`src/rtl/kbd_pkg.sv`:
```
// Shared types and constants for the PS/2 keyboard front end.
package kbd_pkg;

  typedef enum logic [1:0] {
    IDLE   = 2'd0,
    LOOKUP = 2'd1,
    DECODE = 2'd2
  } state_t;

  localparam logic [1:0] CLASS_MODIFIER = 2'b10;
  localparam logic [1:0] CLASS_ESCAPED  = 2'b11;

  localparam logic [7:0] ESC        = 8'h1B;
  localparam logic [7:0] PREFIX_EXT = 8'hE0;
  localparam logic [7:0] PREFIX_BRK = 8'hF0;
  localparam int         PS2_BITS   = 11;

endpackage

```
`src/rtl/keymap_rom.sv`:
```
// Keymap ROM: address {ext, caps_lock, shift, scancode}, registered output.
// Bits 7:6 of each entry give the class; modifier entries carry a bit mask.
module keymap_rom (
  input  logic        clk,
  input  logic [10:0] addr,
  output logic [7:0]  q
);

  logic       ext;
  logic       upper;
  logic [7:0] code;
  logic [7:0] value;

  assign ext   = addr[10];
  assign upper = addr[9] ^ addr[8];
  assign code  = addr[7:0];

  function automatic logic [7:0] letter(input logic [7:0] lower, input logic up);
    return up ? (lower - 8'h20) : lower;
  endfunction

  always_comb begin
    value = 8'h00;
    case ({ext, code})
      9'h01C: value = letter(8'h61, upper);
      9'h032: value = letter(8'h62, upper);
      9'h021: value = letter(8'h63, upper);
      9'h023: value = letter(8'h64, upper);
      9'h024: value = letter(8'h65, upper);
      9'h016: value = addr[8] ? 8'h21 : 8'h31;
      9'h029: value = 8'h20;
      9'h05A: value = 8'h0D;
      9'h066: value = 8'h08;
      9'h076: value = 8'h1B;
      9'h012: value = 8'h81;
      9'h014: value = 8'h82;
      9'h011: value = 8'h84;
      9'h111: value = 8'h88;
      9'h114: value = 8'h90;
      9'h059: value = 8'hA0;
      9'h058: value = 8'h80;
      9'h175: value = 8'hC1;
      9'h172: value = 8'hC2;
      9'h174: value = 8'hC3;
      9'h16B: value = 8'hC4;
      default: value = 8'h00;
    endcase
  end

  always_ff @(posedge clk) q <= value;

endmodule

```
`src/rtl/ps2_frame_rx.sv`:
```
// PS/2 receiver: pin synchronisers, clock glitch filter, 11-bit framing
// with odd parity, and a mid-frame idle timeout.
module ps2_frame_rx
  import kbd_pkg::*;
#(
  parameter int FILTER_LEN     = 4,
  parameter int TIMEOUT_CYCLES = 100000
) (
  input  logic       clk,
  input  logic       reset_n,
  input  logic       ps2_clk,
  input  logic       ps2_data,
  output logic       byte_valid,
  output logic [7:0] rx_byte,
  output logic       frame_error
);

  localparam int FW = $clog2(FILTER_LEN + 1);
  localparam int TW = $clog2(TIMEOUT_CYCLES + 1);

  logic [1:0]    clk_sync;
  logic [1:0]    data_sync;
  logic          filt;
  logic [FW-1:0] filt_cnt;
  logic          fall;
  logic [3:0]    bit_cnt;
  logic [10:0]   shreg;
  logic [TW-1:0] idle_cnt;

  logic [10:0] frame;
  logic        last_bit;
  logic        frame_ok;
  logic        timeout;

  assign frame    = {data_sync[1], shreg[10:1]};
  assign last_bit = (bit_cnt == 4'(PS2_BITS - 1));
  assign frame_ok = ~frame[0] & frame[10] & (^frame[9:1]);
  assign timeout  = (bit_cnt != 4'd0) && (idle_cnt == TW'(TIMEOUT_CYCLES - 1));

  always_ff @(posedge clk) begin
    if (!reset_n) begin
      clk_sync    <= 2'b11;
      data_sync   <= 2'b11;
      filt        <= 1'b1;
      filt_cnt    <= '0;
      fall        <= 1'b0;
      bit_cnt     <= '0;
      shreg       <= '0;
      idle_cnt    <= '0;
      byte_valid  <= 1'b0;
      rx_byte     <= '0;
      frame_error <= 1'b0;
    end else begin
      clk_sync    <= {clk_sync[0], ps2_clk};
      data_sync   <= {data_sync[0], ps2_data};
      fall        <= 1'b0;
      byte_valid  <= 1'b0;
      frame_error <= 1'b0;

      // Level flips on the FILTER_LEN-th consecutive differing sample.
      if (clk_sync[1] != filt) begin
        if (filt_cnt == FW'(FILTER_LEN - 1)) begin
          filt     <= clk_sync[1];
          filt_cnt <= '0;
          fall     <= filt;
        end else begin
          filt_cnt <= filt_cnt + 1'b1;
        end
      end else begin
        filt_cnt <= '0;
      end

      if (fall) begin
        idle_cnt <= '0;
        shreg    <= frame;
        if (last_bit) begin
          bit_cnt <= '0;
          if (frame_ok) begin
            byte_valid <= 1'b1;
            rx_byte    <= frame[8:1];
          end else begin
            frame_error <= 1'b1;
          end
        end else begin
          bit_cnt <= bit_cnt + 1'b1;
        end
      end else if (timeout) begin
        bit_cnt     <= '0;
        idle_cnt    <= '0;
        frame_error <= 1'b1;
      end else if (bit_cnt != 4'd0) begin
        idle_cnt <= idle_cnt + 1'b1;
      end else begin
        idle_cnt <= '0;
      end
    end
  end

endmodule

```
`src/rtl/ps2_keyboard_fifo.sv`:
```
// PS/2 keyboard front end: prefix decode, modifier/caps tracking, keymap
// lookup and a first-word fall-through output FIFO. Define
// PS2_TYPEMATIC_FILTER_EN to suppress auto-repeated makes of the same key.
module ps2_keyboard_fifo
  import kbd_pkg::*;
#(
  parameter int FIFO_DEPTH     = 8,
  parameter int FILTER_LEN     = 4,
  parameter int TIMEOUT_CYCLES = 100000
) (
  input  logic                          clk,
  input  logic                          reset_n,
  input  logic                          ps2_clk,
  input  logic                          ps2_data,
  output logic [7:0]                    data,
  output logic                          valid,
  input  logic                          ready,
  output logic [$clog2(FIFO_DEPTH):0]   fifo_level,
  output logic                          overflow,
  output logic                          frame_error,
  output logic                          caps_lock,
  output logic [5:0]                    modifiers
);

  localparam int AW = $clog2(FIFO_DEPTH);
  localparam int LW = AW + 1;

  logic       rx_valid;
  logic       rx_error;
  logic [7:0] rx_byte;

  ps2_frame_rx #(
    .FILTER_LEN     (FILTER_LEN),
    .TIMEOUT_CYCLES (TIMEOUT_CYCLES)
  ) u_rx (
    .clk         (clk),
    .reset_n     (reset_n),
    .ps2_clk     (ps2_clk),
    .ps2_data    (ps2_data),
    .byte_valid  (rx_valid),
    .rx_byte     (rx_byte),
    .frame_error (rx_error)
  );

  assign frame_error = rx_error;

  state_t      state;
  state_t      state_nxt;
  logic        ext;
  logic        brk;
  logic [7:0]  cur_byte;
  logic [7:0]  rom_q;
  logic        shift;
  logic        control;
  logic        meta;
  logic        repeat_hit;

  assign shift   = modifiers[5] | modifiers[0];
  assign control = modifiers[4] | modifiers[1];
  assign meta    = modifiers[3] | modifiers[2];

  keymap_rom u_rom (
    .clk  (clk),
    .addr ({ext, caps_lock, shift, cur_byte}),
    .q    (rom_q)
  );

  always_ff @(posedge clk) begin
    if (!reset_n) state <= IDLE;
    else          state <= state_nxt;
  end

  always_comb begin
    state_nxt = state;
    case (state)
      IDLE:    if (rx_valid && rx_byte != PREFIX_EXT && rx_byte != PREFIX_BRK) state_nxt = LOOKUP;
      LOOKUP:  state_nxt = DECODE;
      DECODE:  state_nxt = IDLE;
      default: state_nxt = IDLE;
    endcase
  end

  always_ff @(posedge clk) begin
    if (!reset_n) begin
      ext      <= 1'b0;
      brk      <= 1'b0;
      cur_byte <= '0;
    end else if (rx_error || state == DECODE) begin
      ext <= 1'b0;
      brk <= 1'b0;
    end else if (state == IDLE && rx_valid) begin
      if (rx_byte == PREFIX_EXT)      ext      <= 1'b1;
      else if (rx_byte == PREFIX_BRK) brk      <= 1'b1;
      else                            cur_byte <= rx_byte;
    end
  end

  logic [1:0] need;
  logic [7:0] b0;
  logic [7:0] b1;
  logic [5:0] mods_set;
  logic [5:0] mods_clr;
  logic       caps_tgl;

  // Event resolution in DECODE: a make yields 0, 1 or 2 bytes to push.
  always_comb begin
    need     = 2'd0;
    b0       = 8'h00;
    b1       = 8'h00;
    mods_set = '0;
    mods_clr = '0;
    caps_tgl = 1'b0;
    if (state == DECODE && rom_q != 8'h00) begin
      if (brk) begin
        if (rom_q[7:6] == CLASS_MODIFIER) mods_clr = rom_q[5:0];
      end else if (rom_q[7:6] == CLASS_MODIFIER) begin
        if (rom_q[5:0] == 6'd0) caps_tgl = 1'b1;
        else                    mods_set = rom_q[5:0];
      end else if (!repeat_hit) begin
        if (rom_q[7:6] == CLASS_ESCAPED || meta) begin
          need = 2'd2;
          b0   = ESC;
          b1   = {1'b0, control ? 2'b00 : rom_q[6:5], rom_q[4:0]};
        end else if (control) begin
          need = 2'd1;
          b0   = {3'b000, rom_q[4:0]};
        end else begin
          need = 2'd1;
          b0   = rom_q;
        end
      end
    end
  end

`ifdef PS2_TYPEMATIC_FILTER_EN
  logic [8:0] last_key;
  logic       last_valid;

  assign repeat_hit = last_valid && (last_key == {ext, cur_byte});

  always_ff @(posedge clk) begin
    if (!reset_n) begin
      last_key   <= '0;
      last_valid <= 1'b0;
    end else if (state == DECODE) begin
      if (brk) begin
        if (repeat_hit) last_valid <= 1'b0;
      end else if (rom_q != 8'h00 && rom_q[7:6] != CLASS_MODIFIER) begin
        last_valid <= 1'b1;
        last_key   <= {ext, cur_byte};
      end
    end
  end
`else
  assign repeat_hit = 1'b0;
`endif

  always_ff @(posedge clk) begin
    if (!reset_n) begin
      modifiers <= '0;
      caps_lock <= 1'b0;
    end else begin
      modifiers <= (modifiers | mods_set) & ~mods_clr;
      caps_lock <= caps_lock ^ caps_tgl;
    end
  end

  logic [7:0]    mem [FIFO_DEPTH];
  logic [AW-1:0] wr_ptr;
  logic [AW-1:0] rd_ptr;
  logic [LW-1:0] free;
  logic          fits;
  logic [1:0]    push_cnt;
  logic          pop;

  // Space is judged on the pre-pop level so an event never relies on a same-cycle pop.
  assign free     = LW'(FIFO_DEPTH) - fifo_level;
  assign fits     = (LW'(need) <= free);
  assign push_cnt = fits ? need : 2'd0;
  assign valid    = (fifo_level != '0);
  assign pop      = valid && ready;
  assign data     = valid ? mem[rd_ptr] : 8'h00;

  always_ff @(posedge clk) begin
    if (push_cnt != 2'd0) mem[wr_ptr] <= b0;
    if (push_cnt == 2'd2) mem[wr_ptr + 1'b1] <= b1;
  end

  always_ff @(posedge clk) begin
    if (!reset_n) begin
      wr_ptr     <= '0;
      rd_ptr     <= '0;
      fifo_level <= '0;
      overflow   <= 1'b0;
    end else begin
      wr_ptr     <= wr_ptr + AW'(push_cnt);
      rd_ptr     <= rd_ptr + AW'(pop);
      fifo_level <= fifo_level + LW'(push_cnt) - LW'(pop);
      overflow   <= (need != 2'd0) && !fits;
    end
  end

endmodule
```
`config.mk`:
```
export PLATFORM = sky130hd
export DESIGN_NAME = ps2_keyboard_fifo
export DESIGN_NICKNAME = d
export VERILOG_FILES = /design/src/rtl/kbd_pkg.sv /design/src/rtl/keymap_rom.sv /design/src/rtl/ps2_frame_rx.sv /design/src/rtl/ps2_keyboard_fifo.sv
export SDC_FILE = /design/constraint.sdc
export NUM_CORES = 1
export LEC_CHECK = 0
export CORE_MARGIN = 5
export CORE_UTILIZATION = 36
export DETAILED_ROUTE_END_ITERATION = 10
export DONT_BUFFER_PORTS = 1
export HOLD_SLACK_MARGIN = 0.15
export MAX_ROUTING_LAYER = met4
export RECOVER_POWER = 25
export SLEW_MARGIN = 25
export SYNTH_ARGS = -nofsm -noshare
export SYNTH_HDL_FRONTEND = slang
export SYNTH_SLANG_ARGS = --single-unit
```
`constraint.sdc`:
```
create_clock -name clk -period 5.9 [get_ports clk]
set_input_delay 0.885 -clock clk [delete_from_list [all_inputs] [get_ports clk]]
set_output_delay 0.885 -clock clk [all_outputs]
set_load 0.1 [all_outputs]
```
# Word level (Yosys, flattened, before mapping)
# Memories as Yosys holds them, arrays and structs flattened. A register that Yosys moved wholly into a read port is not among the register bits.
# Index checks and enable logic that the tools add are counted.
# W data, S select, Z words.
[totals] inputBits=5 output_inout_bits=22 ramBits=64 word_cells=163 mem_count=1 reg_bits=89
[memory_table] memory="mem" words=8 width=8 read_ports=1 rd_ports_with_merged_regs=1 write_ports=2 line_no="ps2_keyboard_fifo.sv:168" text="logic [7:0] mem [FIFO_DEPTH];"
[op_classes] reduce_logical=29 n_bitwise=17 muxes=49 magnitude_cmp=1 n_addsub=9 eq_ne=35
[ops] cell="$pmux W8 S21" n=1
[ops] cell="$mux W6" n=12
[ops] cell="$eq A9 B9 Y1 const B" n=6
[ops] cell="$mux W8" n=6
[ops] cell="$eq A9 B5 Y1 const B" n=5
[ops] cell="$eq A9 B6 Y1 const B" n=5
[ops] cell="$eq A9 B7 Y1 const B" n=5
[ops] cell="$mux W7" n=4
[ops] cell="$add A17 B1 Y17 const B" n=1
[ops] cell="$eq A17 B17 Y1 const B" n=1
[ops] cell="$eq A8 B8 Y1 const B" n=2
[ops] cell="$ne A8 B8 Y1 const B" n=2
[ops] cell="$mux W2" n=7
[ops] cell="$mux W1" n=13
[ops] cell="$mux W4" n=3
[ops] cell="$reduce_and A3 Y1" n=4
[ops] cell="$reduce_xor A9 Y1" n=1
[ops] cell="$eq A2 B2 Y1 const B" n=4
[ops] cell="$reduce_bool A4 Y1" n=2
[ops] cell="$reduce_bool A8 Y1" n=1
[ops] cell="$logic_and A1 B1 Y1" n=7
[ops] cell="$not A1 Y1" n=7
[ops] cell="$add A3 B1 Y3 const B" n=2
[ops] cell="$and A6 B6 Y6" n=1
[ops] cell="30 further kinds" n=38

# Depth between registers and ports, before layout
[logic_depth] ltp_word=11 mapped_depth=17 depth_no_buf=15

# Hierarchy
# A second synthesis with hierarchy kept.
[hier_totals] cells_unflattened=815 area_unflattened_um2=8067.7
[by_module_without_submodules] mod="ps2_keyboard_fifo" seq_area_each_um2=2442.3 cells_per_inst=498 n_inst=1 area_each_um2=5171.2
[by_module_without_submodules] mod="ps2_frame_rx" seq_area_each_um2=1001.0 cells_per_inst=229 n_inst=1 area_each_um2=2222.1
[by_module_without_submodules] mod="keymap_rom" seq_area_each_um2=160.2 cells_per_inst=88 n_inst=1 area_each_um2=674.4

# Least setup slack after synthesis
# No wires, ideal clock.
[synth_path] path_type="reg-to-reg" start="register modifiers[2]" end="register fifo_level[3]" arrival_ns=4.212 n_path_buf=3 synth_period_minus_slack_ns=4.327 slack_ns=1.573 stages_incl_launch_ff=17 required_ns=5.785 setup_ns=0.115 cell_sequence="dfxtp_1 a211o_1 clkbuf_1 clkbuf_1 or2_2 ha_1 a221oi_1 a21oi_1 buf_2 nand2_1 ha_1 inv_1 ha_1 a21o_1 a21oi_1 xor2_1 and2_1"
[synth_via] elab_chain_len=10
[synth_rtl] item="start: declaration" line_no="ps2_keyboard_fifo.sv:22" text="output logic [5:0] modifiers"
[synth_rtl] item="start signal: assignment" line_no="ps2_keyboard_fifo.sv:163" text="modifiers <= (modifiers | mods_set) & ~mods_clr;"
[synth_rtl] item="$or A1 B1 Y1 *" line_no="ps2_keyboard_fifo.sv:60" text="assign meta = modifiers[3] | modifiers[2];"
[synth_rtl] item="$logic_or A1 B1 Y1 *" line_no="ps2_keyboard_fifo.sv:120" text="if (rom_q[7:6] == CLASS_ESCAPED || meta) begin"
[synth_rtl] item="$mux W2 *" line_no="ps2_keyboard_fifo.sv:120"
[synth_rtl] item="$mux W2 *" line_no="ps2_keyboard_fifo.sv:116" text="end else if (rom_q[7:6] == CLASS_MODIFIER) begin"
[synth_rtl] item="$mux W2 *" line_no="ps2_keyboard_fifo.sv:114" text="if (brk) begin"
[synth_rtl] item="$mux W2 *" line_no="ps2_keyboard_fifo.sv:113" text="if (state == DECODE && rom_q != 8'h00) begin"
[synth_rtl] item="$le A2 B4 Y1" line_no="ps2_keyboard_fifo.sv:178" text="assign fits = (LW'(need) <= free);"
[synth_rtl] item="$mux W2 *" line_no="ps2_keyboard_fifo.sv:179" text="assign push_cnt = fits ? need : 2'd0;"
[synth_rtl] item="$add A4 B2 Y4 *" line_no="ps2_keyboard_fifo.sv:198" text="fifo_level <= fifo_level + LW'(push_cnt) - LW'(pop);"
[synth_rtl] item="$sub A4 B1 Y4 *" line_no="ps2_keyboard_fifo.sv:198"
[synth_rtl] item="end signal: assignment" line_no="ps2_keyboard_fifo.sv:198"
[synth_rtl] item="end: declaration" line_no="ps2_keyboard_fifo.sv:18" text="output logic [$clog2(FIFO_DEPTH):0] fifo_level,"
# Every way passes the cells marked *; elsewhere a longest branch is shown, timed or not.
# A chain may end at the register's enable or synchronous reset.

# Worst setup path after layout
[layout_path] start="register modifiers[3]" end="register fifo_level[3]"
# The elaborated chain is that of the path after synthesis.

==> impl_results.md <==
* Post-route clock period utilization at between 70% and 80%
* Part of the Yosys area used for sequential elements at 46.5%
* Synthesized Nets at approximately 770
* Buffers inserted during post-CTS setup optimization at 0
* Average size of a mapped cell at about 10 sq um
* Register bit total from synthesis at 152
* Site row count at 53
* Highest attainable clock frequency at 213 MHz
* Num Clock Sinks at approximately 150
* Area growth from synthesis to final layout at 10.5%
* Count of flip-flops with a built-in enable after synthesis at 56
* Reg-to-reg endpoint: fifo_level[3]
* Number of max-slew violations in the final report at 0
* Unrepaired setup endpoints after global routing: no
* Peak supply drop at around 210 uV
* Number of warning messages in the yosys log at 0
* Number of gates given a new drive strength after cts at 0
* Initial Utilization at a little under two fifths
* Endpoint of the most critical setup path: fifo_level[3]
* TritonCTS clock tree: yes
* Total negative slack for setup checks at 0 ns
* Number of buffers inserted by port buffering at 0
* Chip width at roughly 160 um
* WP data required at about 6.2 ns
* Die area at between 20,000 and 25,000 sq um
* Worst min path class: reg -> reg
* Share of Yosys cell area claimed by the top area cell type at 24.8%
* Number of nets in the layout at between 700 and 800
* Global routing usage summed across all routing layers at between 10% and 20%
* First-pass GRT wire length at 28,100 um
* Status: finished clean
* Drt drc at 0
* Detail Route Antenna Nets at 0
* Synthesized netlist cell count at between 700 and 800
* Critical path class: reg -> reg
* Vias after detailed routing at between 5,000 and 6,000
* GPL Wtd Cong at roughly 0.9
* Worst rel slew slack at under 10%
* Transition at the pin with the smallest max-transition slack at approximately 1.5 ns
* Vias in the first global route at 5,294
* Maximum number of pins on one net before global-route repair at between 60 and 70
* Number of diodes at 0
* Clock-pin slew on the worst setup and hold paths at roughly 0.060 ns
* Chip Height at approximately 160 um
* Launching point of the worst reg2reg path: modifiers[3]
* Fraction of registers with async set or reset after synthesis at 0%
* Initial antenna violation count at 0
* Launching element of the worst setup path: modifiers[3]
* Final wirelength at 16,800 um
* Most frequent cell after synthesis: sky130_fd_sc_hd__dfxtp_1
* Final setup viols at 0
* Clock buffer depth at 2
* Arrival time worst endpoint at roughly 5.0 ns
* Root Buffer: sky130_fd_sc_hd__clkbuf_16
* Avg Vias per Cell at approximately 5.4
* Max-Cap Viols at 0
* Biggest area consumer among synthesized cells: sky130_fd_sc_hd__dfxtp_1
* Initial DRC Count at 456
* Primary FF master, synth: sky130_fd_sc_hd__dfxtp_1
* Fin. Hold Viols at 0
* Final Non-Filler Cells at between 1,000 and 1,500
* Element type at the critical path end: register
* Unique masters post-synth at 74
* Synth Cell Area at roughly 7700 sq um
* Number of top-level pins at 27
* Detailed placer's ending HPWL at about 12,000 um
* Wire length per cell at roughly 17 um
* Synth area leaders: sky130_fd_sc_hd__dfxtp_1 (25%), sky130_fd_sc_hd__edfxtp_1 (22%), sky130_fd_sc_hd__mux2i_1 (4.7%)
* Sort of element at the start of the critical path: register
* Total gr overflow at 0
* Post-synth top cells: sky130_fd_sc_hd__dfxtp_1 (96), sky130_fd_sc_hd__nand2_1 (65), sky130_fd_sc_hd__edfxtp_1 (56)
* Largest fanout of any net on the critical path at 18
* Number of buffers inserted during clock tree synthesis at 17
* Iteration count of the initial detailed-routing pass at 5
* Hold-fix buffers, CTS at 0
* Pwr per Cell Area at roughly 340 nW/um^2
* Core box area at roughly 21,000 sq um
* Setup Skew at about 0.011 ns
* Number of cells in the design after placement at approximately 1,000
* Final worst path period need at 4.69 ns
* Clock insertion delay at the later pin of the skew report at 0.42 ns
* Leakage power total at ~2.5 nW
* Register-to-register path setup slack at ~1.2 ns
* R2R cell count at 15
* Fraction of final layout cells with drive strength greater than 1 at a little under an eighth
* Max H-tree Level at 4
## cell type report
class                   instances  area, sq um
inverters                      24         90.1
clock inverters                15          144
flip-flops and latches        152         3600
clock buffers                  17          425
well taps                     275          344
fillers                      2067        12500
multi-input cells             520         3890
repair buffers                 12         61.3
## cells in the final DEF, fill, tap and decap left out, drive strengths merged, types with 6 or more instances in the layout
cell    instances
a211oi          9
a21boi         13
a21oi          28
a22oi           8
a32oi           6
and2           22
and3            6
clkbuf         25
dfxtp          96
edfxtp         56
ha             19
inv            30
mux2i          37
mux4           16
nand2          65
nand2b          7
nand3          10
nand4           8
nor2           47
nor2b          34
nor3           20
nor3b          19
nor4b           6
o21a            9
o21ai          12
o31ai           6
or2             9
xnor2          17
xor2           11
## per-stage QoR
stage / hold slack (ns) / total power, mW / cell area (sq um) / utilization (%) / setup WS [ns]
floorplan: 0.386 / 1.82 / 7740 / - / 1.57
CTS: 0.416 / 2.99 / 8590 / 40.8 / 1.34
global placement: 0.395 / 1.92 / 8010 / 38.0 / 1.60
detailed placement: 0.399 / 1.94 / 8030 / 38.1 / 1.35
global route: 0.421 / 3.08 / 8560 / 40.6 / 0.903
finish: 0.412 / 2.95 / 8560 / 40.6 / 1.21
## worst max-delay path, stage by stage, from the launching register on
cell and delay, ns:
sky130_fd_sc_hd__dfxtp_1 0.31, sky130_fd_sc_hd__clkbuf_1 0.98, sky130_fd_sc_hd__a211o_1 0.52, sky130_fd_sc_hd__or2_2 0.20, sky130_fd_sc_hd__ha_1 0.21, sky130_fd_sc_hd__a221oi_1 0.66
sky130_fd_sc_hd__clkbuf_2 0.28, sky130_fd_sc_hd__a21oi_1 0.10, sky130_fd_sc_hd__nand2_1 0.16, sky130_fd_sc_hd__ha_1 0.28, sky130_fd_sc_hd__inv_1 0.07, sky130_fd_sc_hd__ha_1 0.22
sky130_fd_sc_hd__a21o_1 0.18, sky130_fd_sc_hd__a21oi_1 0.19, sky130_fd_sc_hd__xor2_1 0.08, sky130_fd_sc_hd__and2_1 0.15
## worst min-delay path by stage
| stage | from | endpoint | slack, ns | cells past startpoint |
|---|---|---|---|---|
| after global placement | u_rx.data_sync[0] | u_rx.data_sync[1] | 0.40 | 1 |
| after detailed placement | u_rx.data_sync[0] | u_rx.data_sync[1] | 0.40 | 1 |
| after global routing | u_rx.data_sync[0] | u_rx.data_sync[1] | 0.42 | 1 |
| final | u_rx.data_sync[0] | u_rx.data_sync[1] | 0.41 | 1 |
| after CTS | u_rx.data_sync[0] | u_rx.data_sync[1] | 0.42 | 1 |
| after floorplan | u_rx.clk_sync[0] | u_rx.clk_sync[1] | 0.39 | 1 |
## flip-flops by register name (all words and copies together) (netlist names), 3 cells and up
name,flops
u_rx.filt_cnt,3
wr_ptr,3
u_rx.shreg,10
u_rx.rx_byte,8
rd_ptr,3
mem,64
fifo_level,4
cur_byte,8
u_rx.idle_cnt,17
u_rom.q,8
u_rx.bit_cnt,4
modifiers,6
## cell families after synthesis
group	Yosys count	synth area share (%)
AND/OR/NAND/NOR	292	21.2
buffers and inverters	68	3.51
multiplexers	54	9.74
adder cells (fa/ha/maj)	21	3.59
XOR/XNOR	30	3.76
flip-flops	152	46.5
AO/OA/AOI/OAI	123	11.6
## report_power, final
part | leakage, nW | switching [mW] | internal [mW]
registers | 1.16 | 0.0202 | 1.10
clock network | 0.273 | 0.460 | 0.590
logic | 1.09 | 0.628 | 0.154
total | 2.53 | 1.11 | 1.84
## routing by layer
| layer | routed length (um) | share of wire [%] | vias to the layer above | global-route usage [%] |
|---|---|---|---|---|
| met4 | 412 | 2.5 | 0 | 5.25 |
| li1 | - | - | 2671 | - |
| met2 | 7910 | 47 | 136 | 23.0 |
| met5 | 0 | 0 | - | - |
| met3 | 841 | 5.0 | 33 | 3.54 |
| met1 | 7640 | 45 | 2602 | 18.8 |
Note: power is estimated with default switching activity, not from simulation.
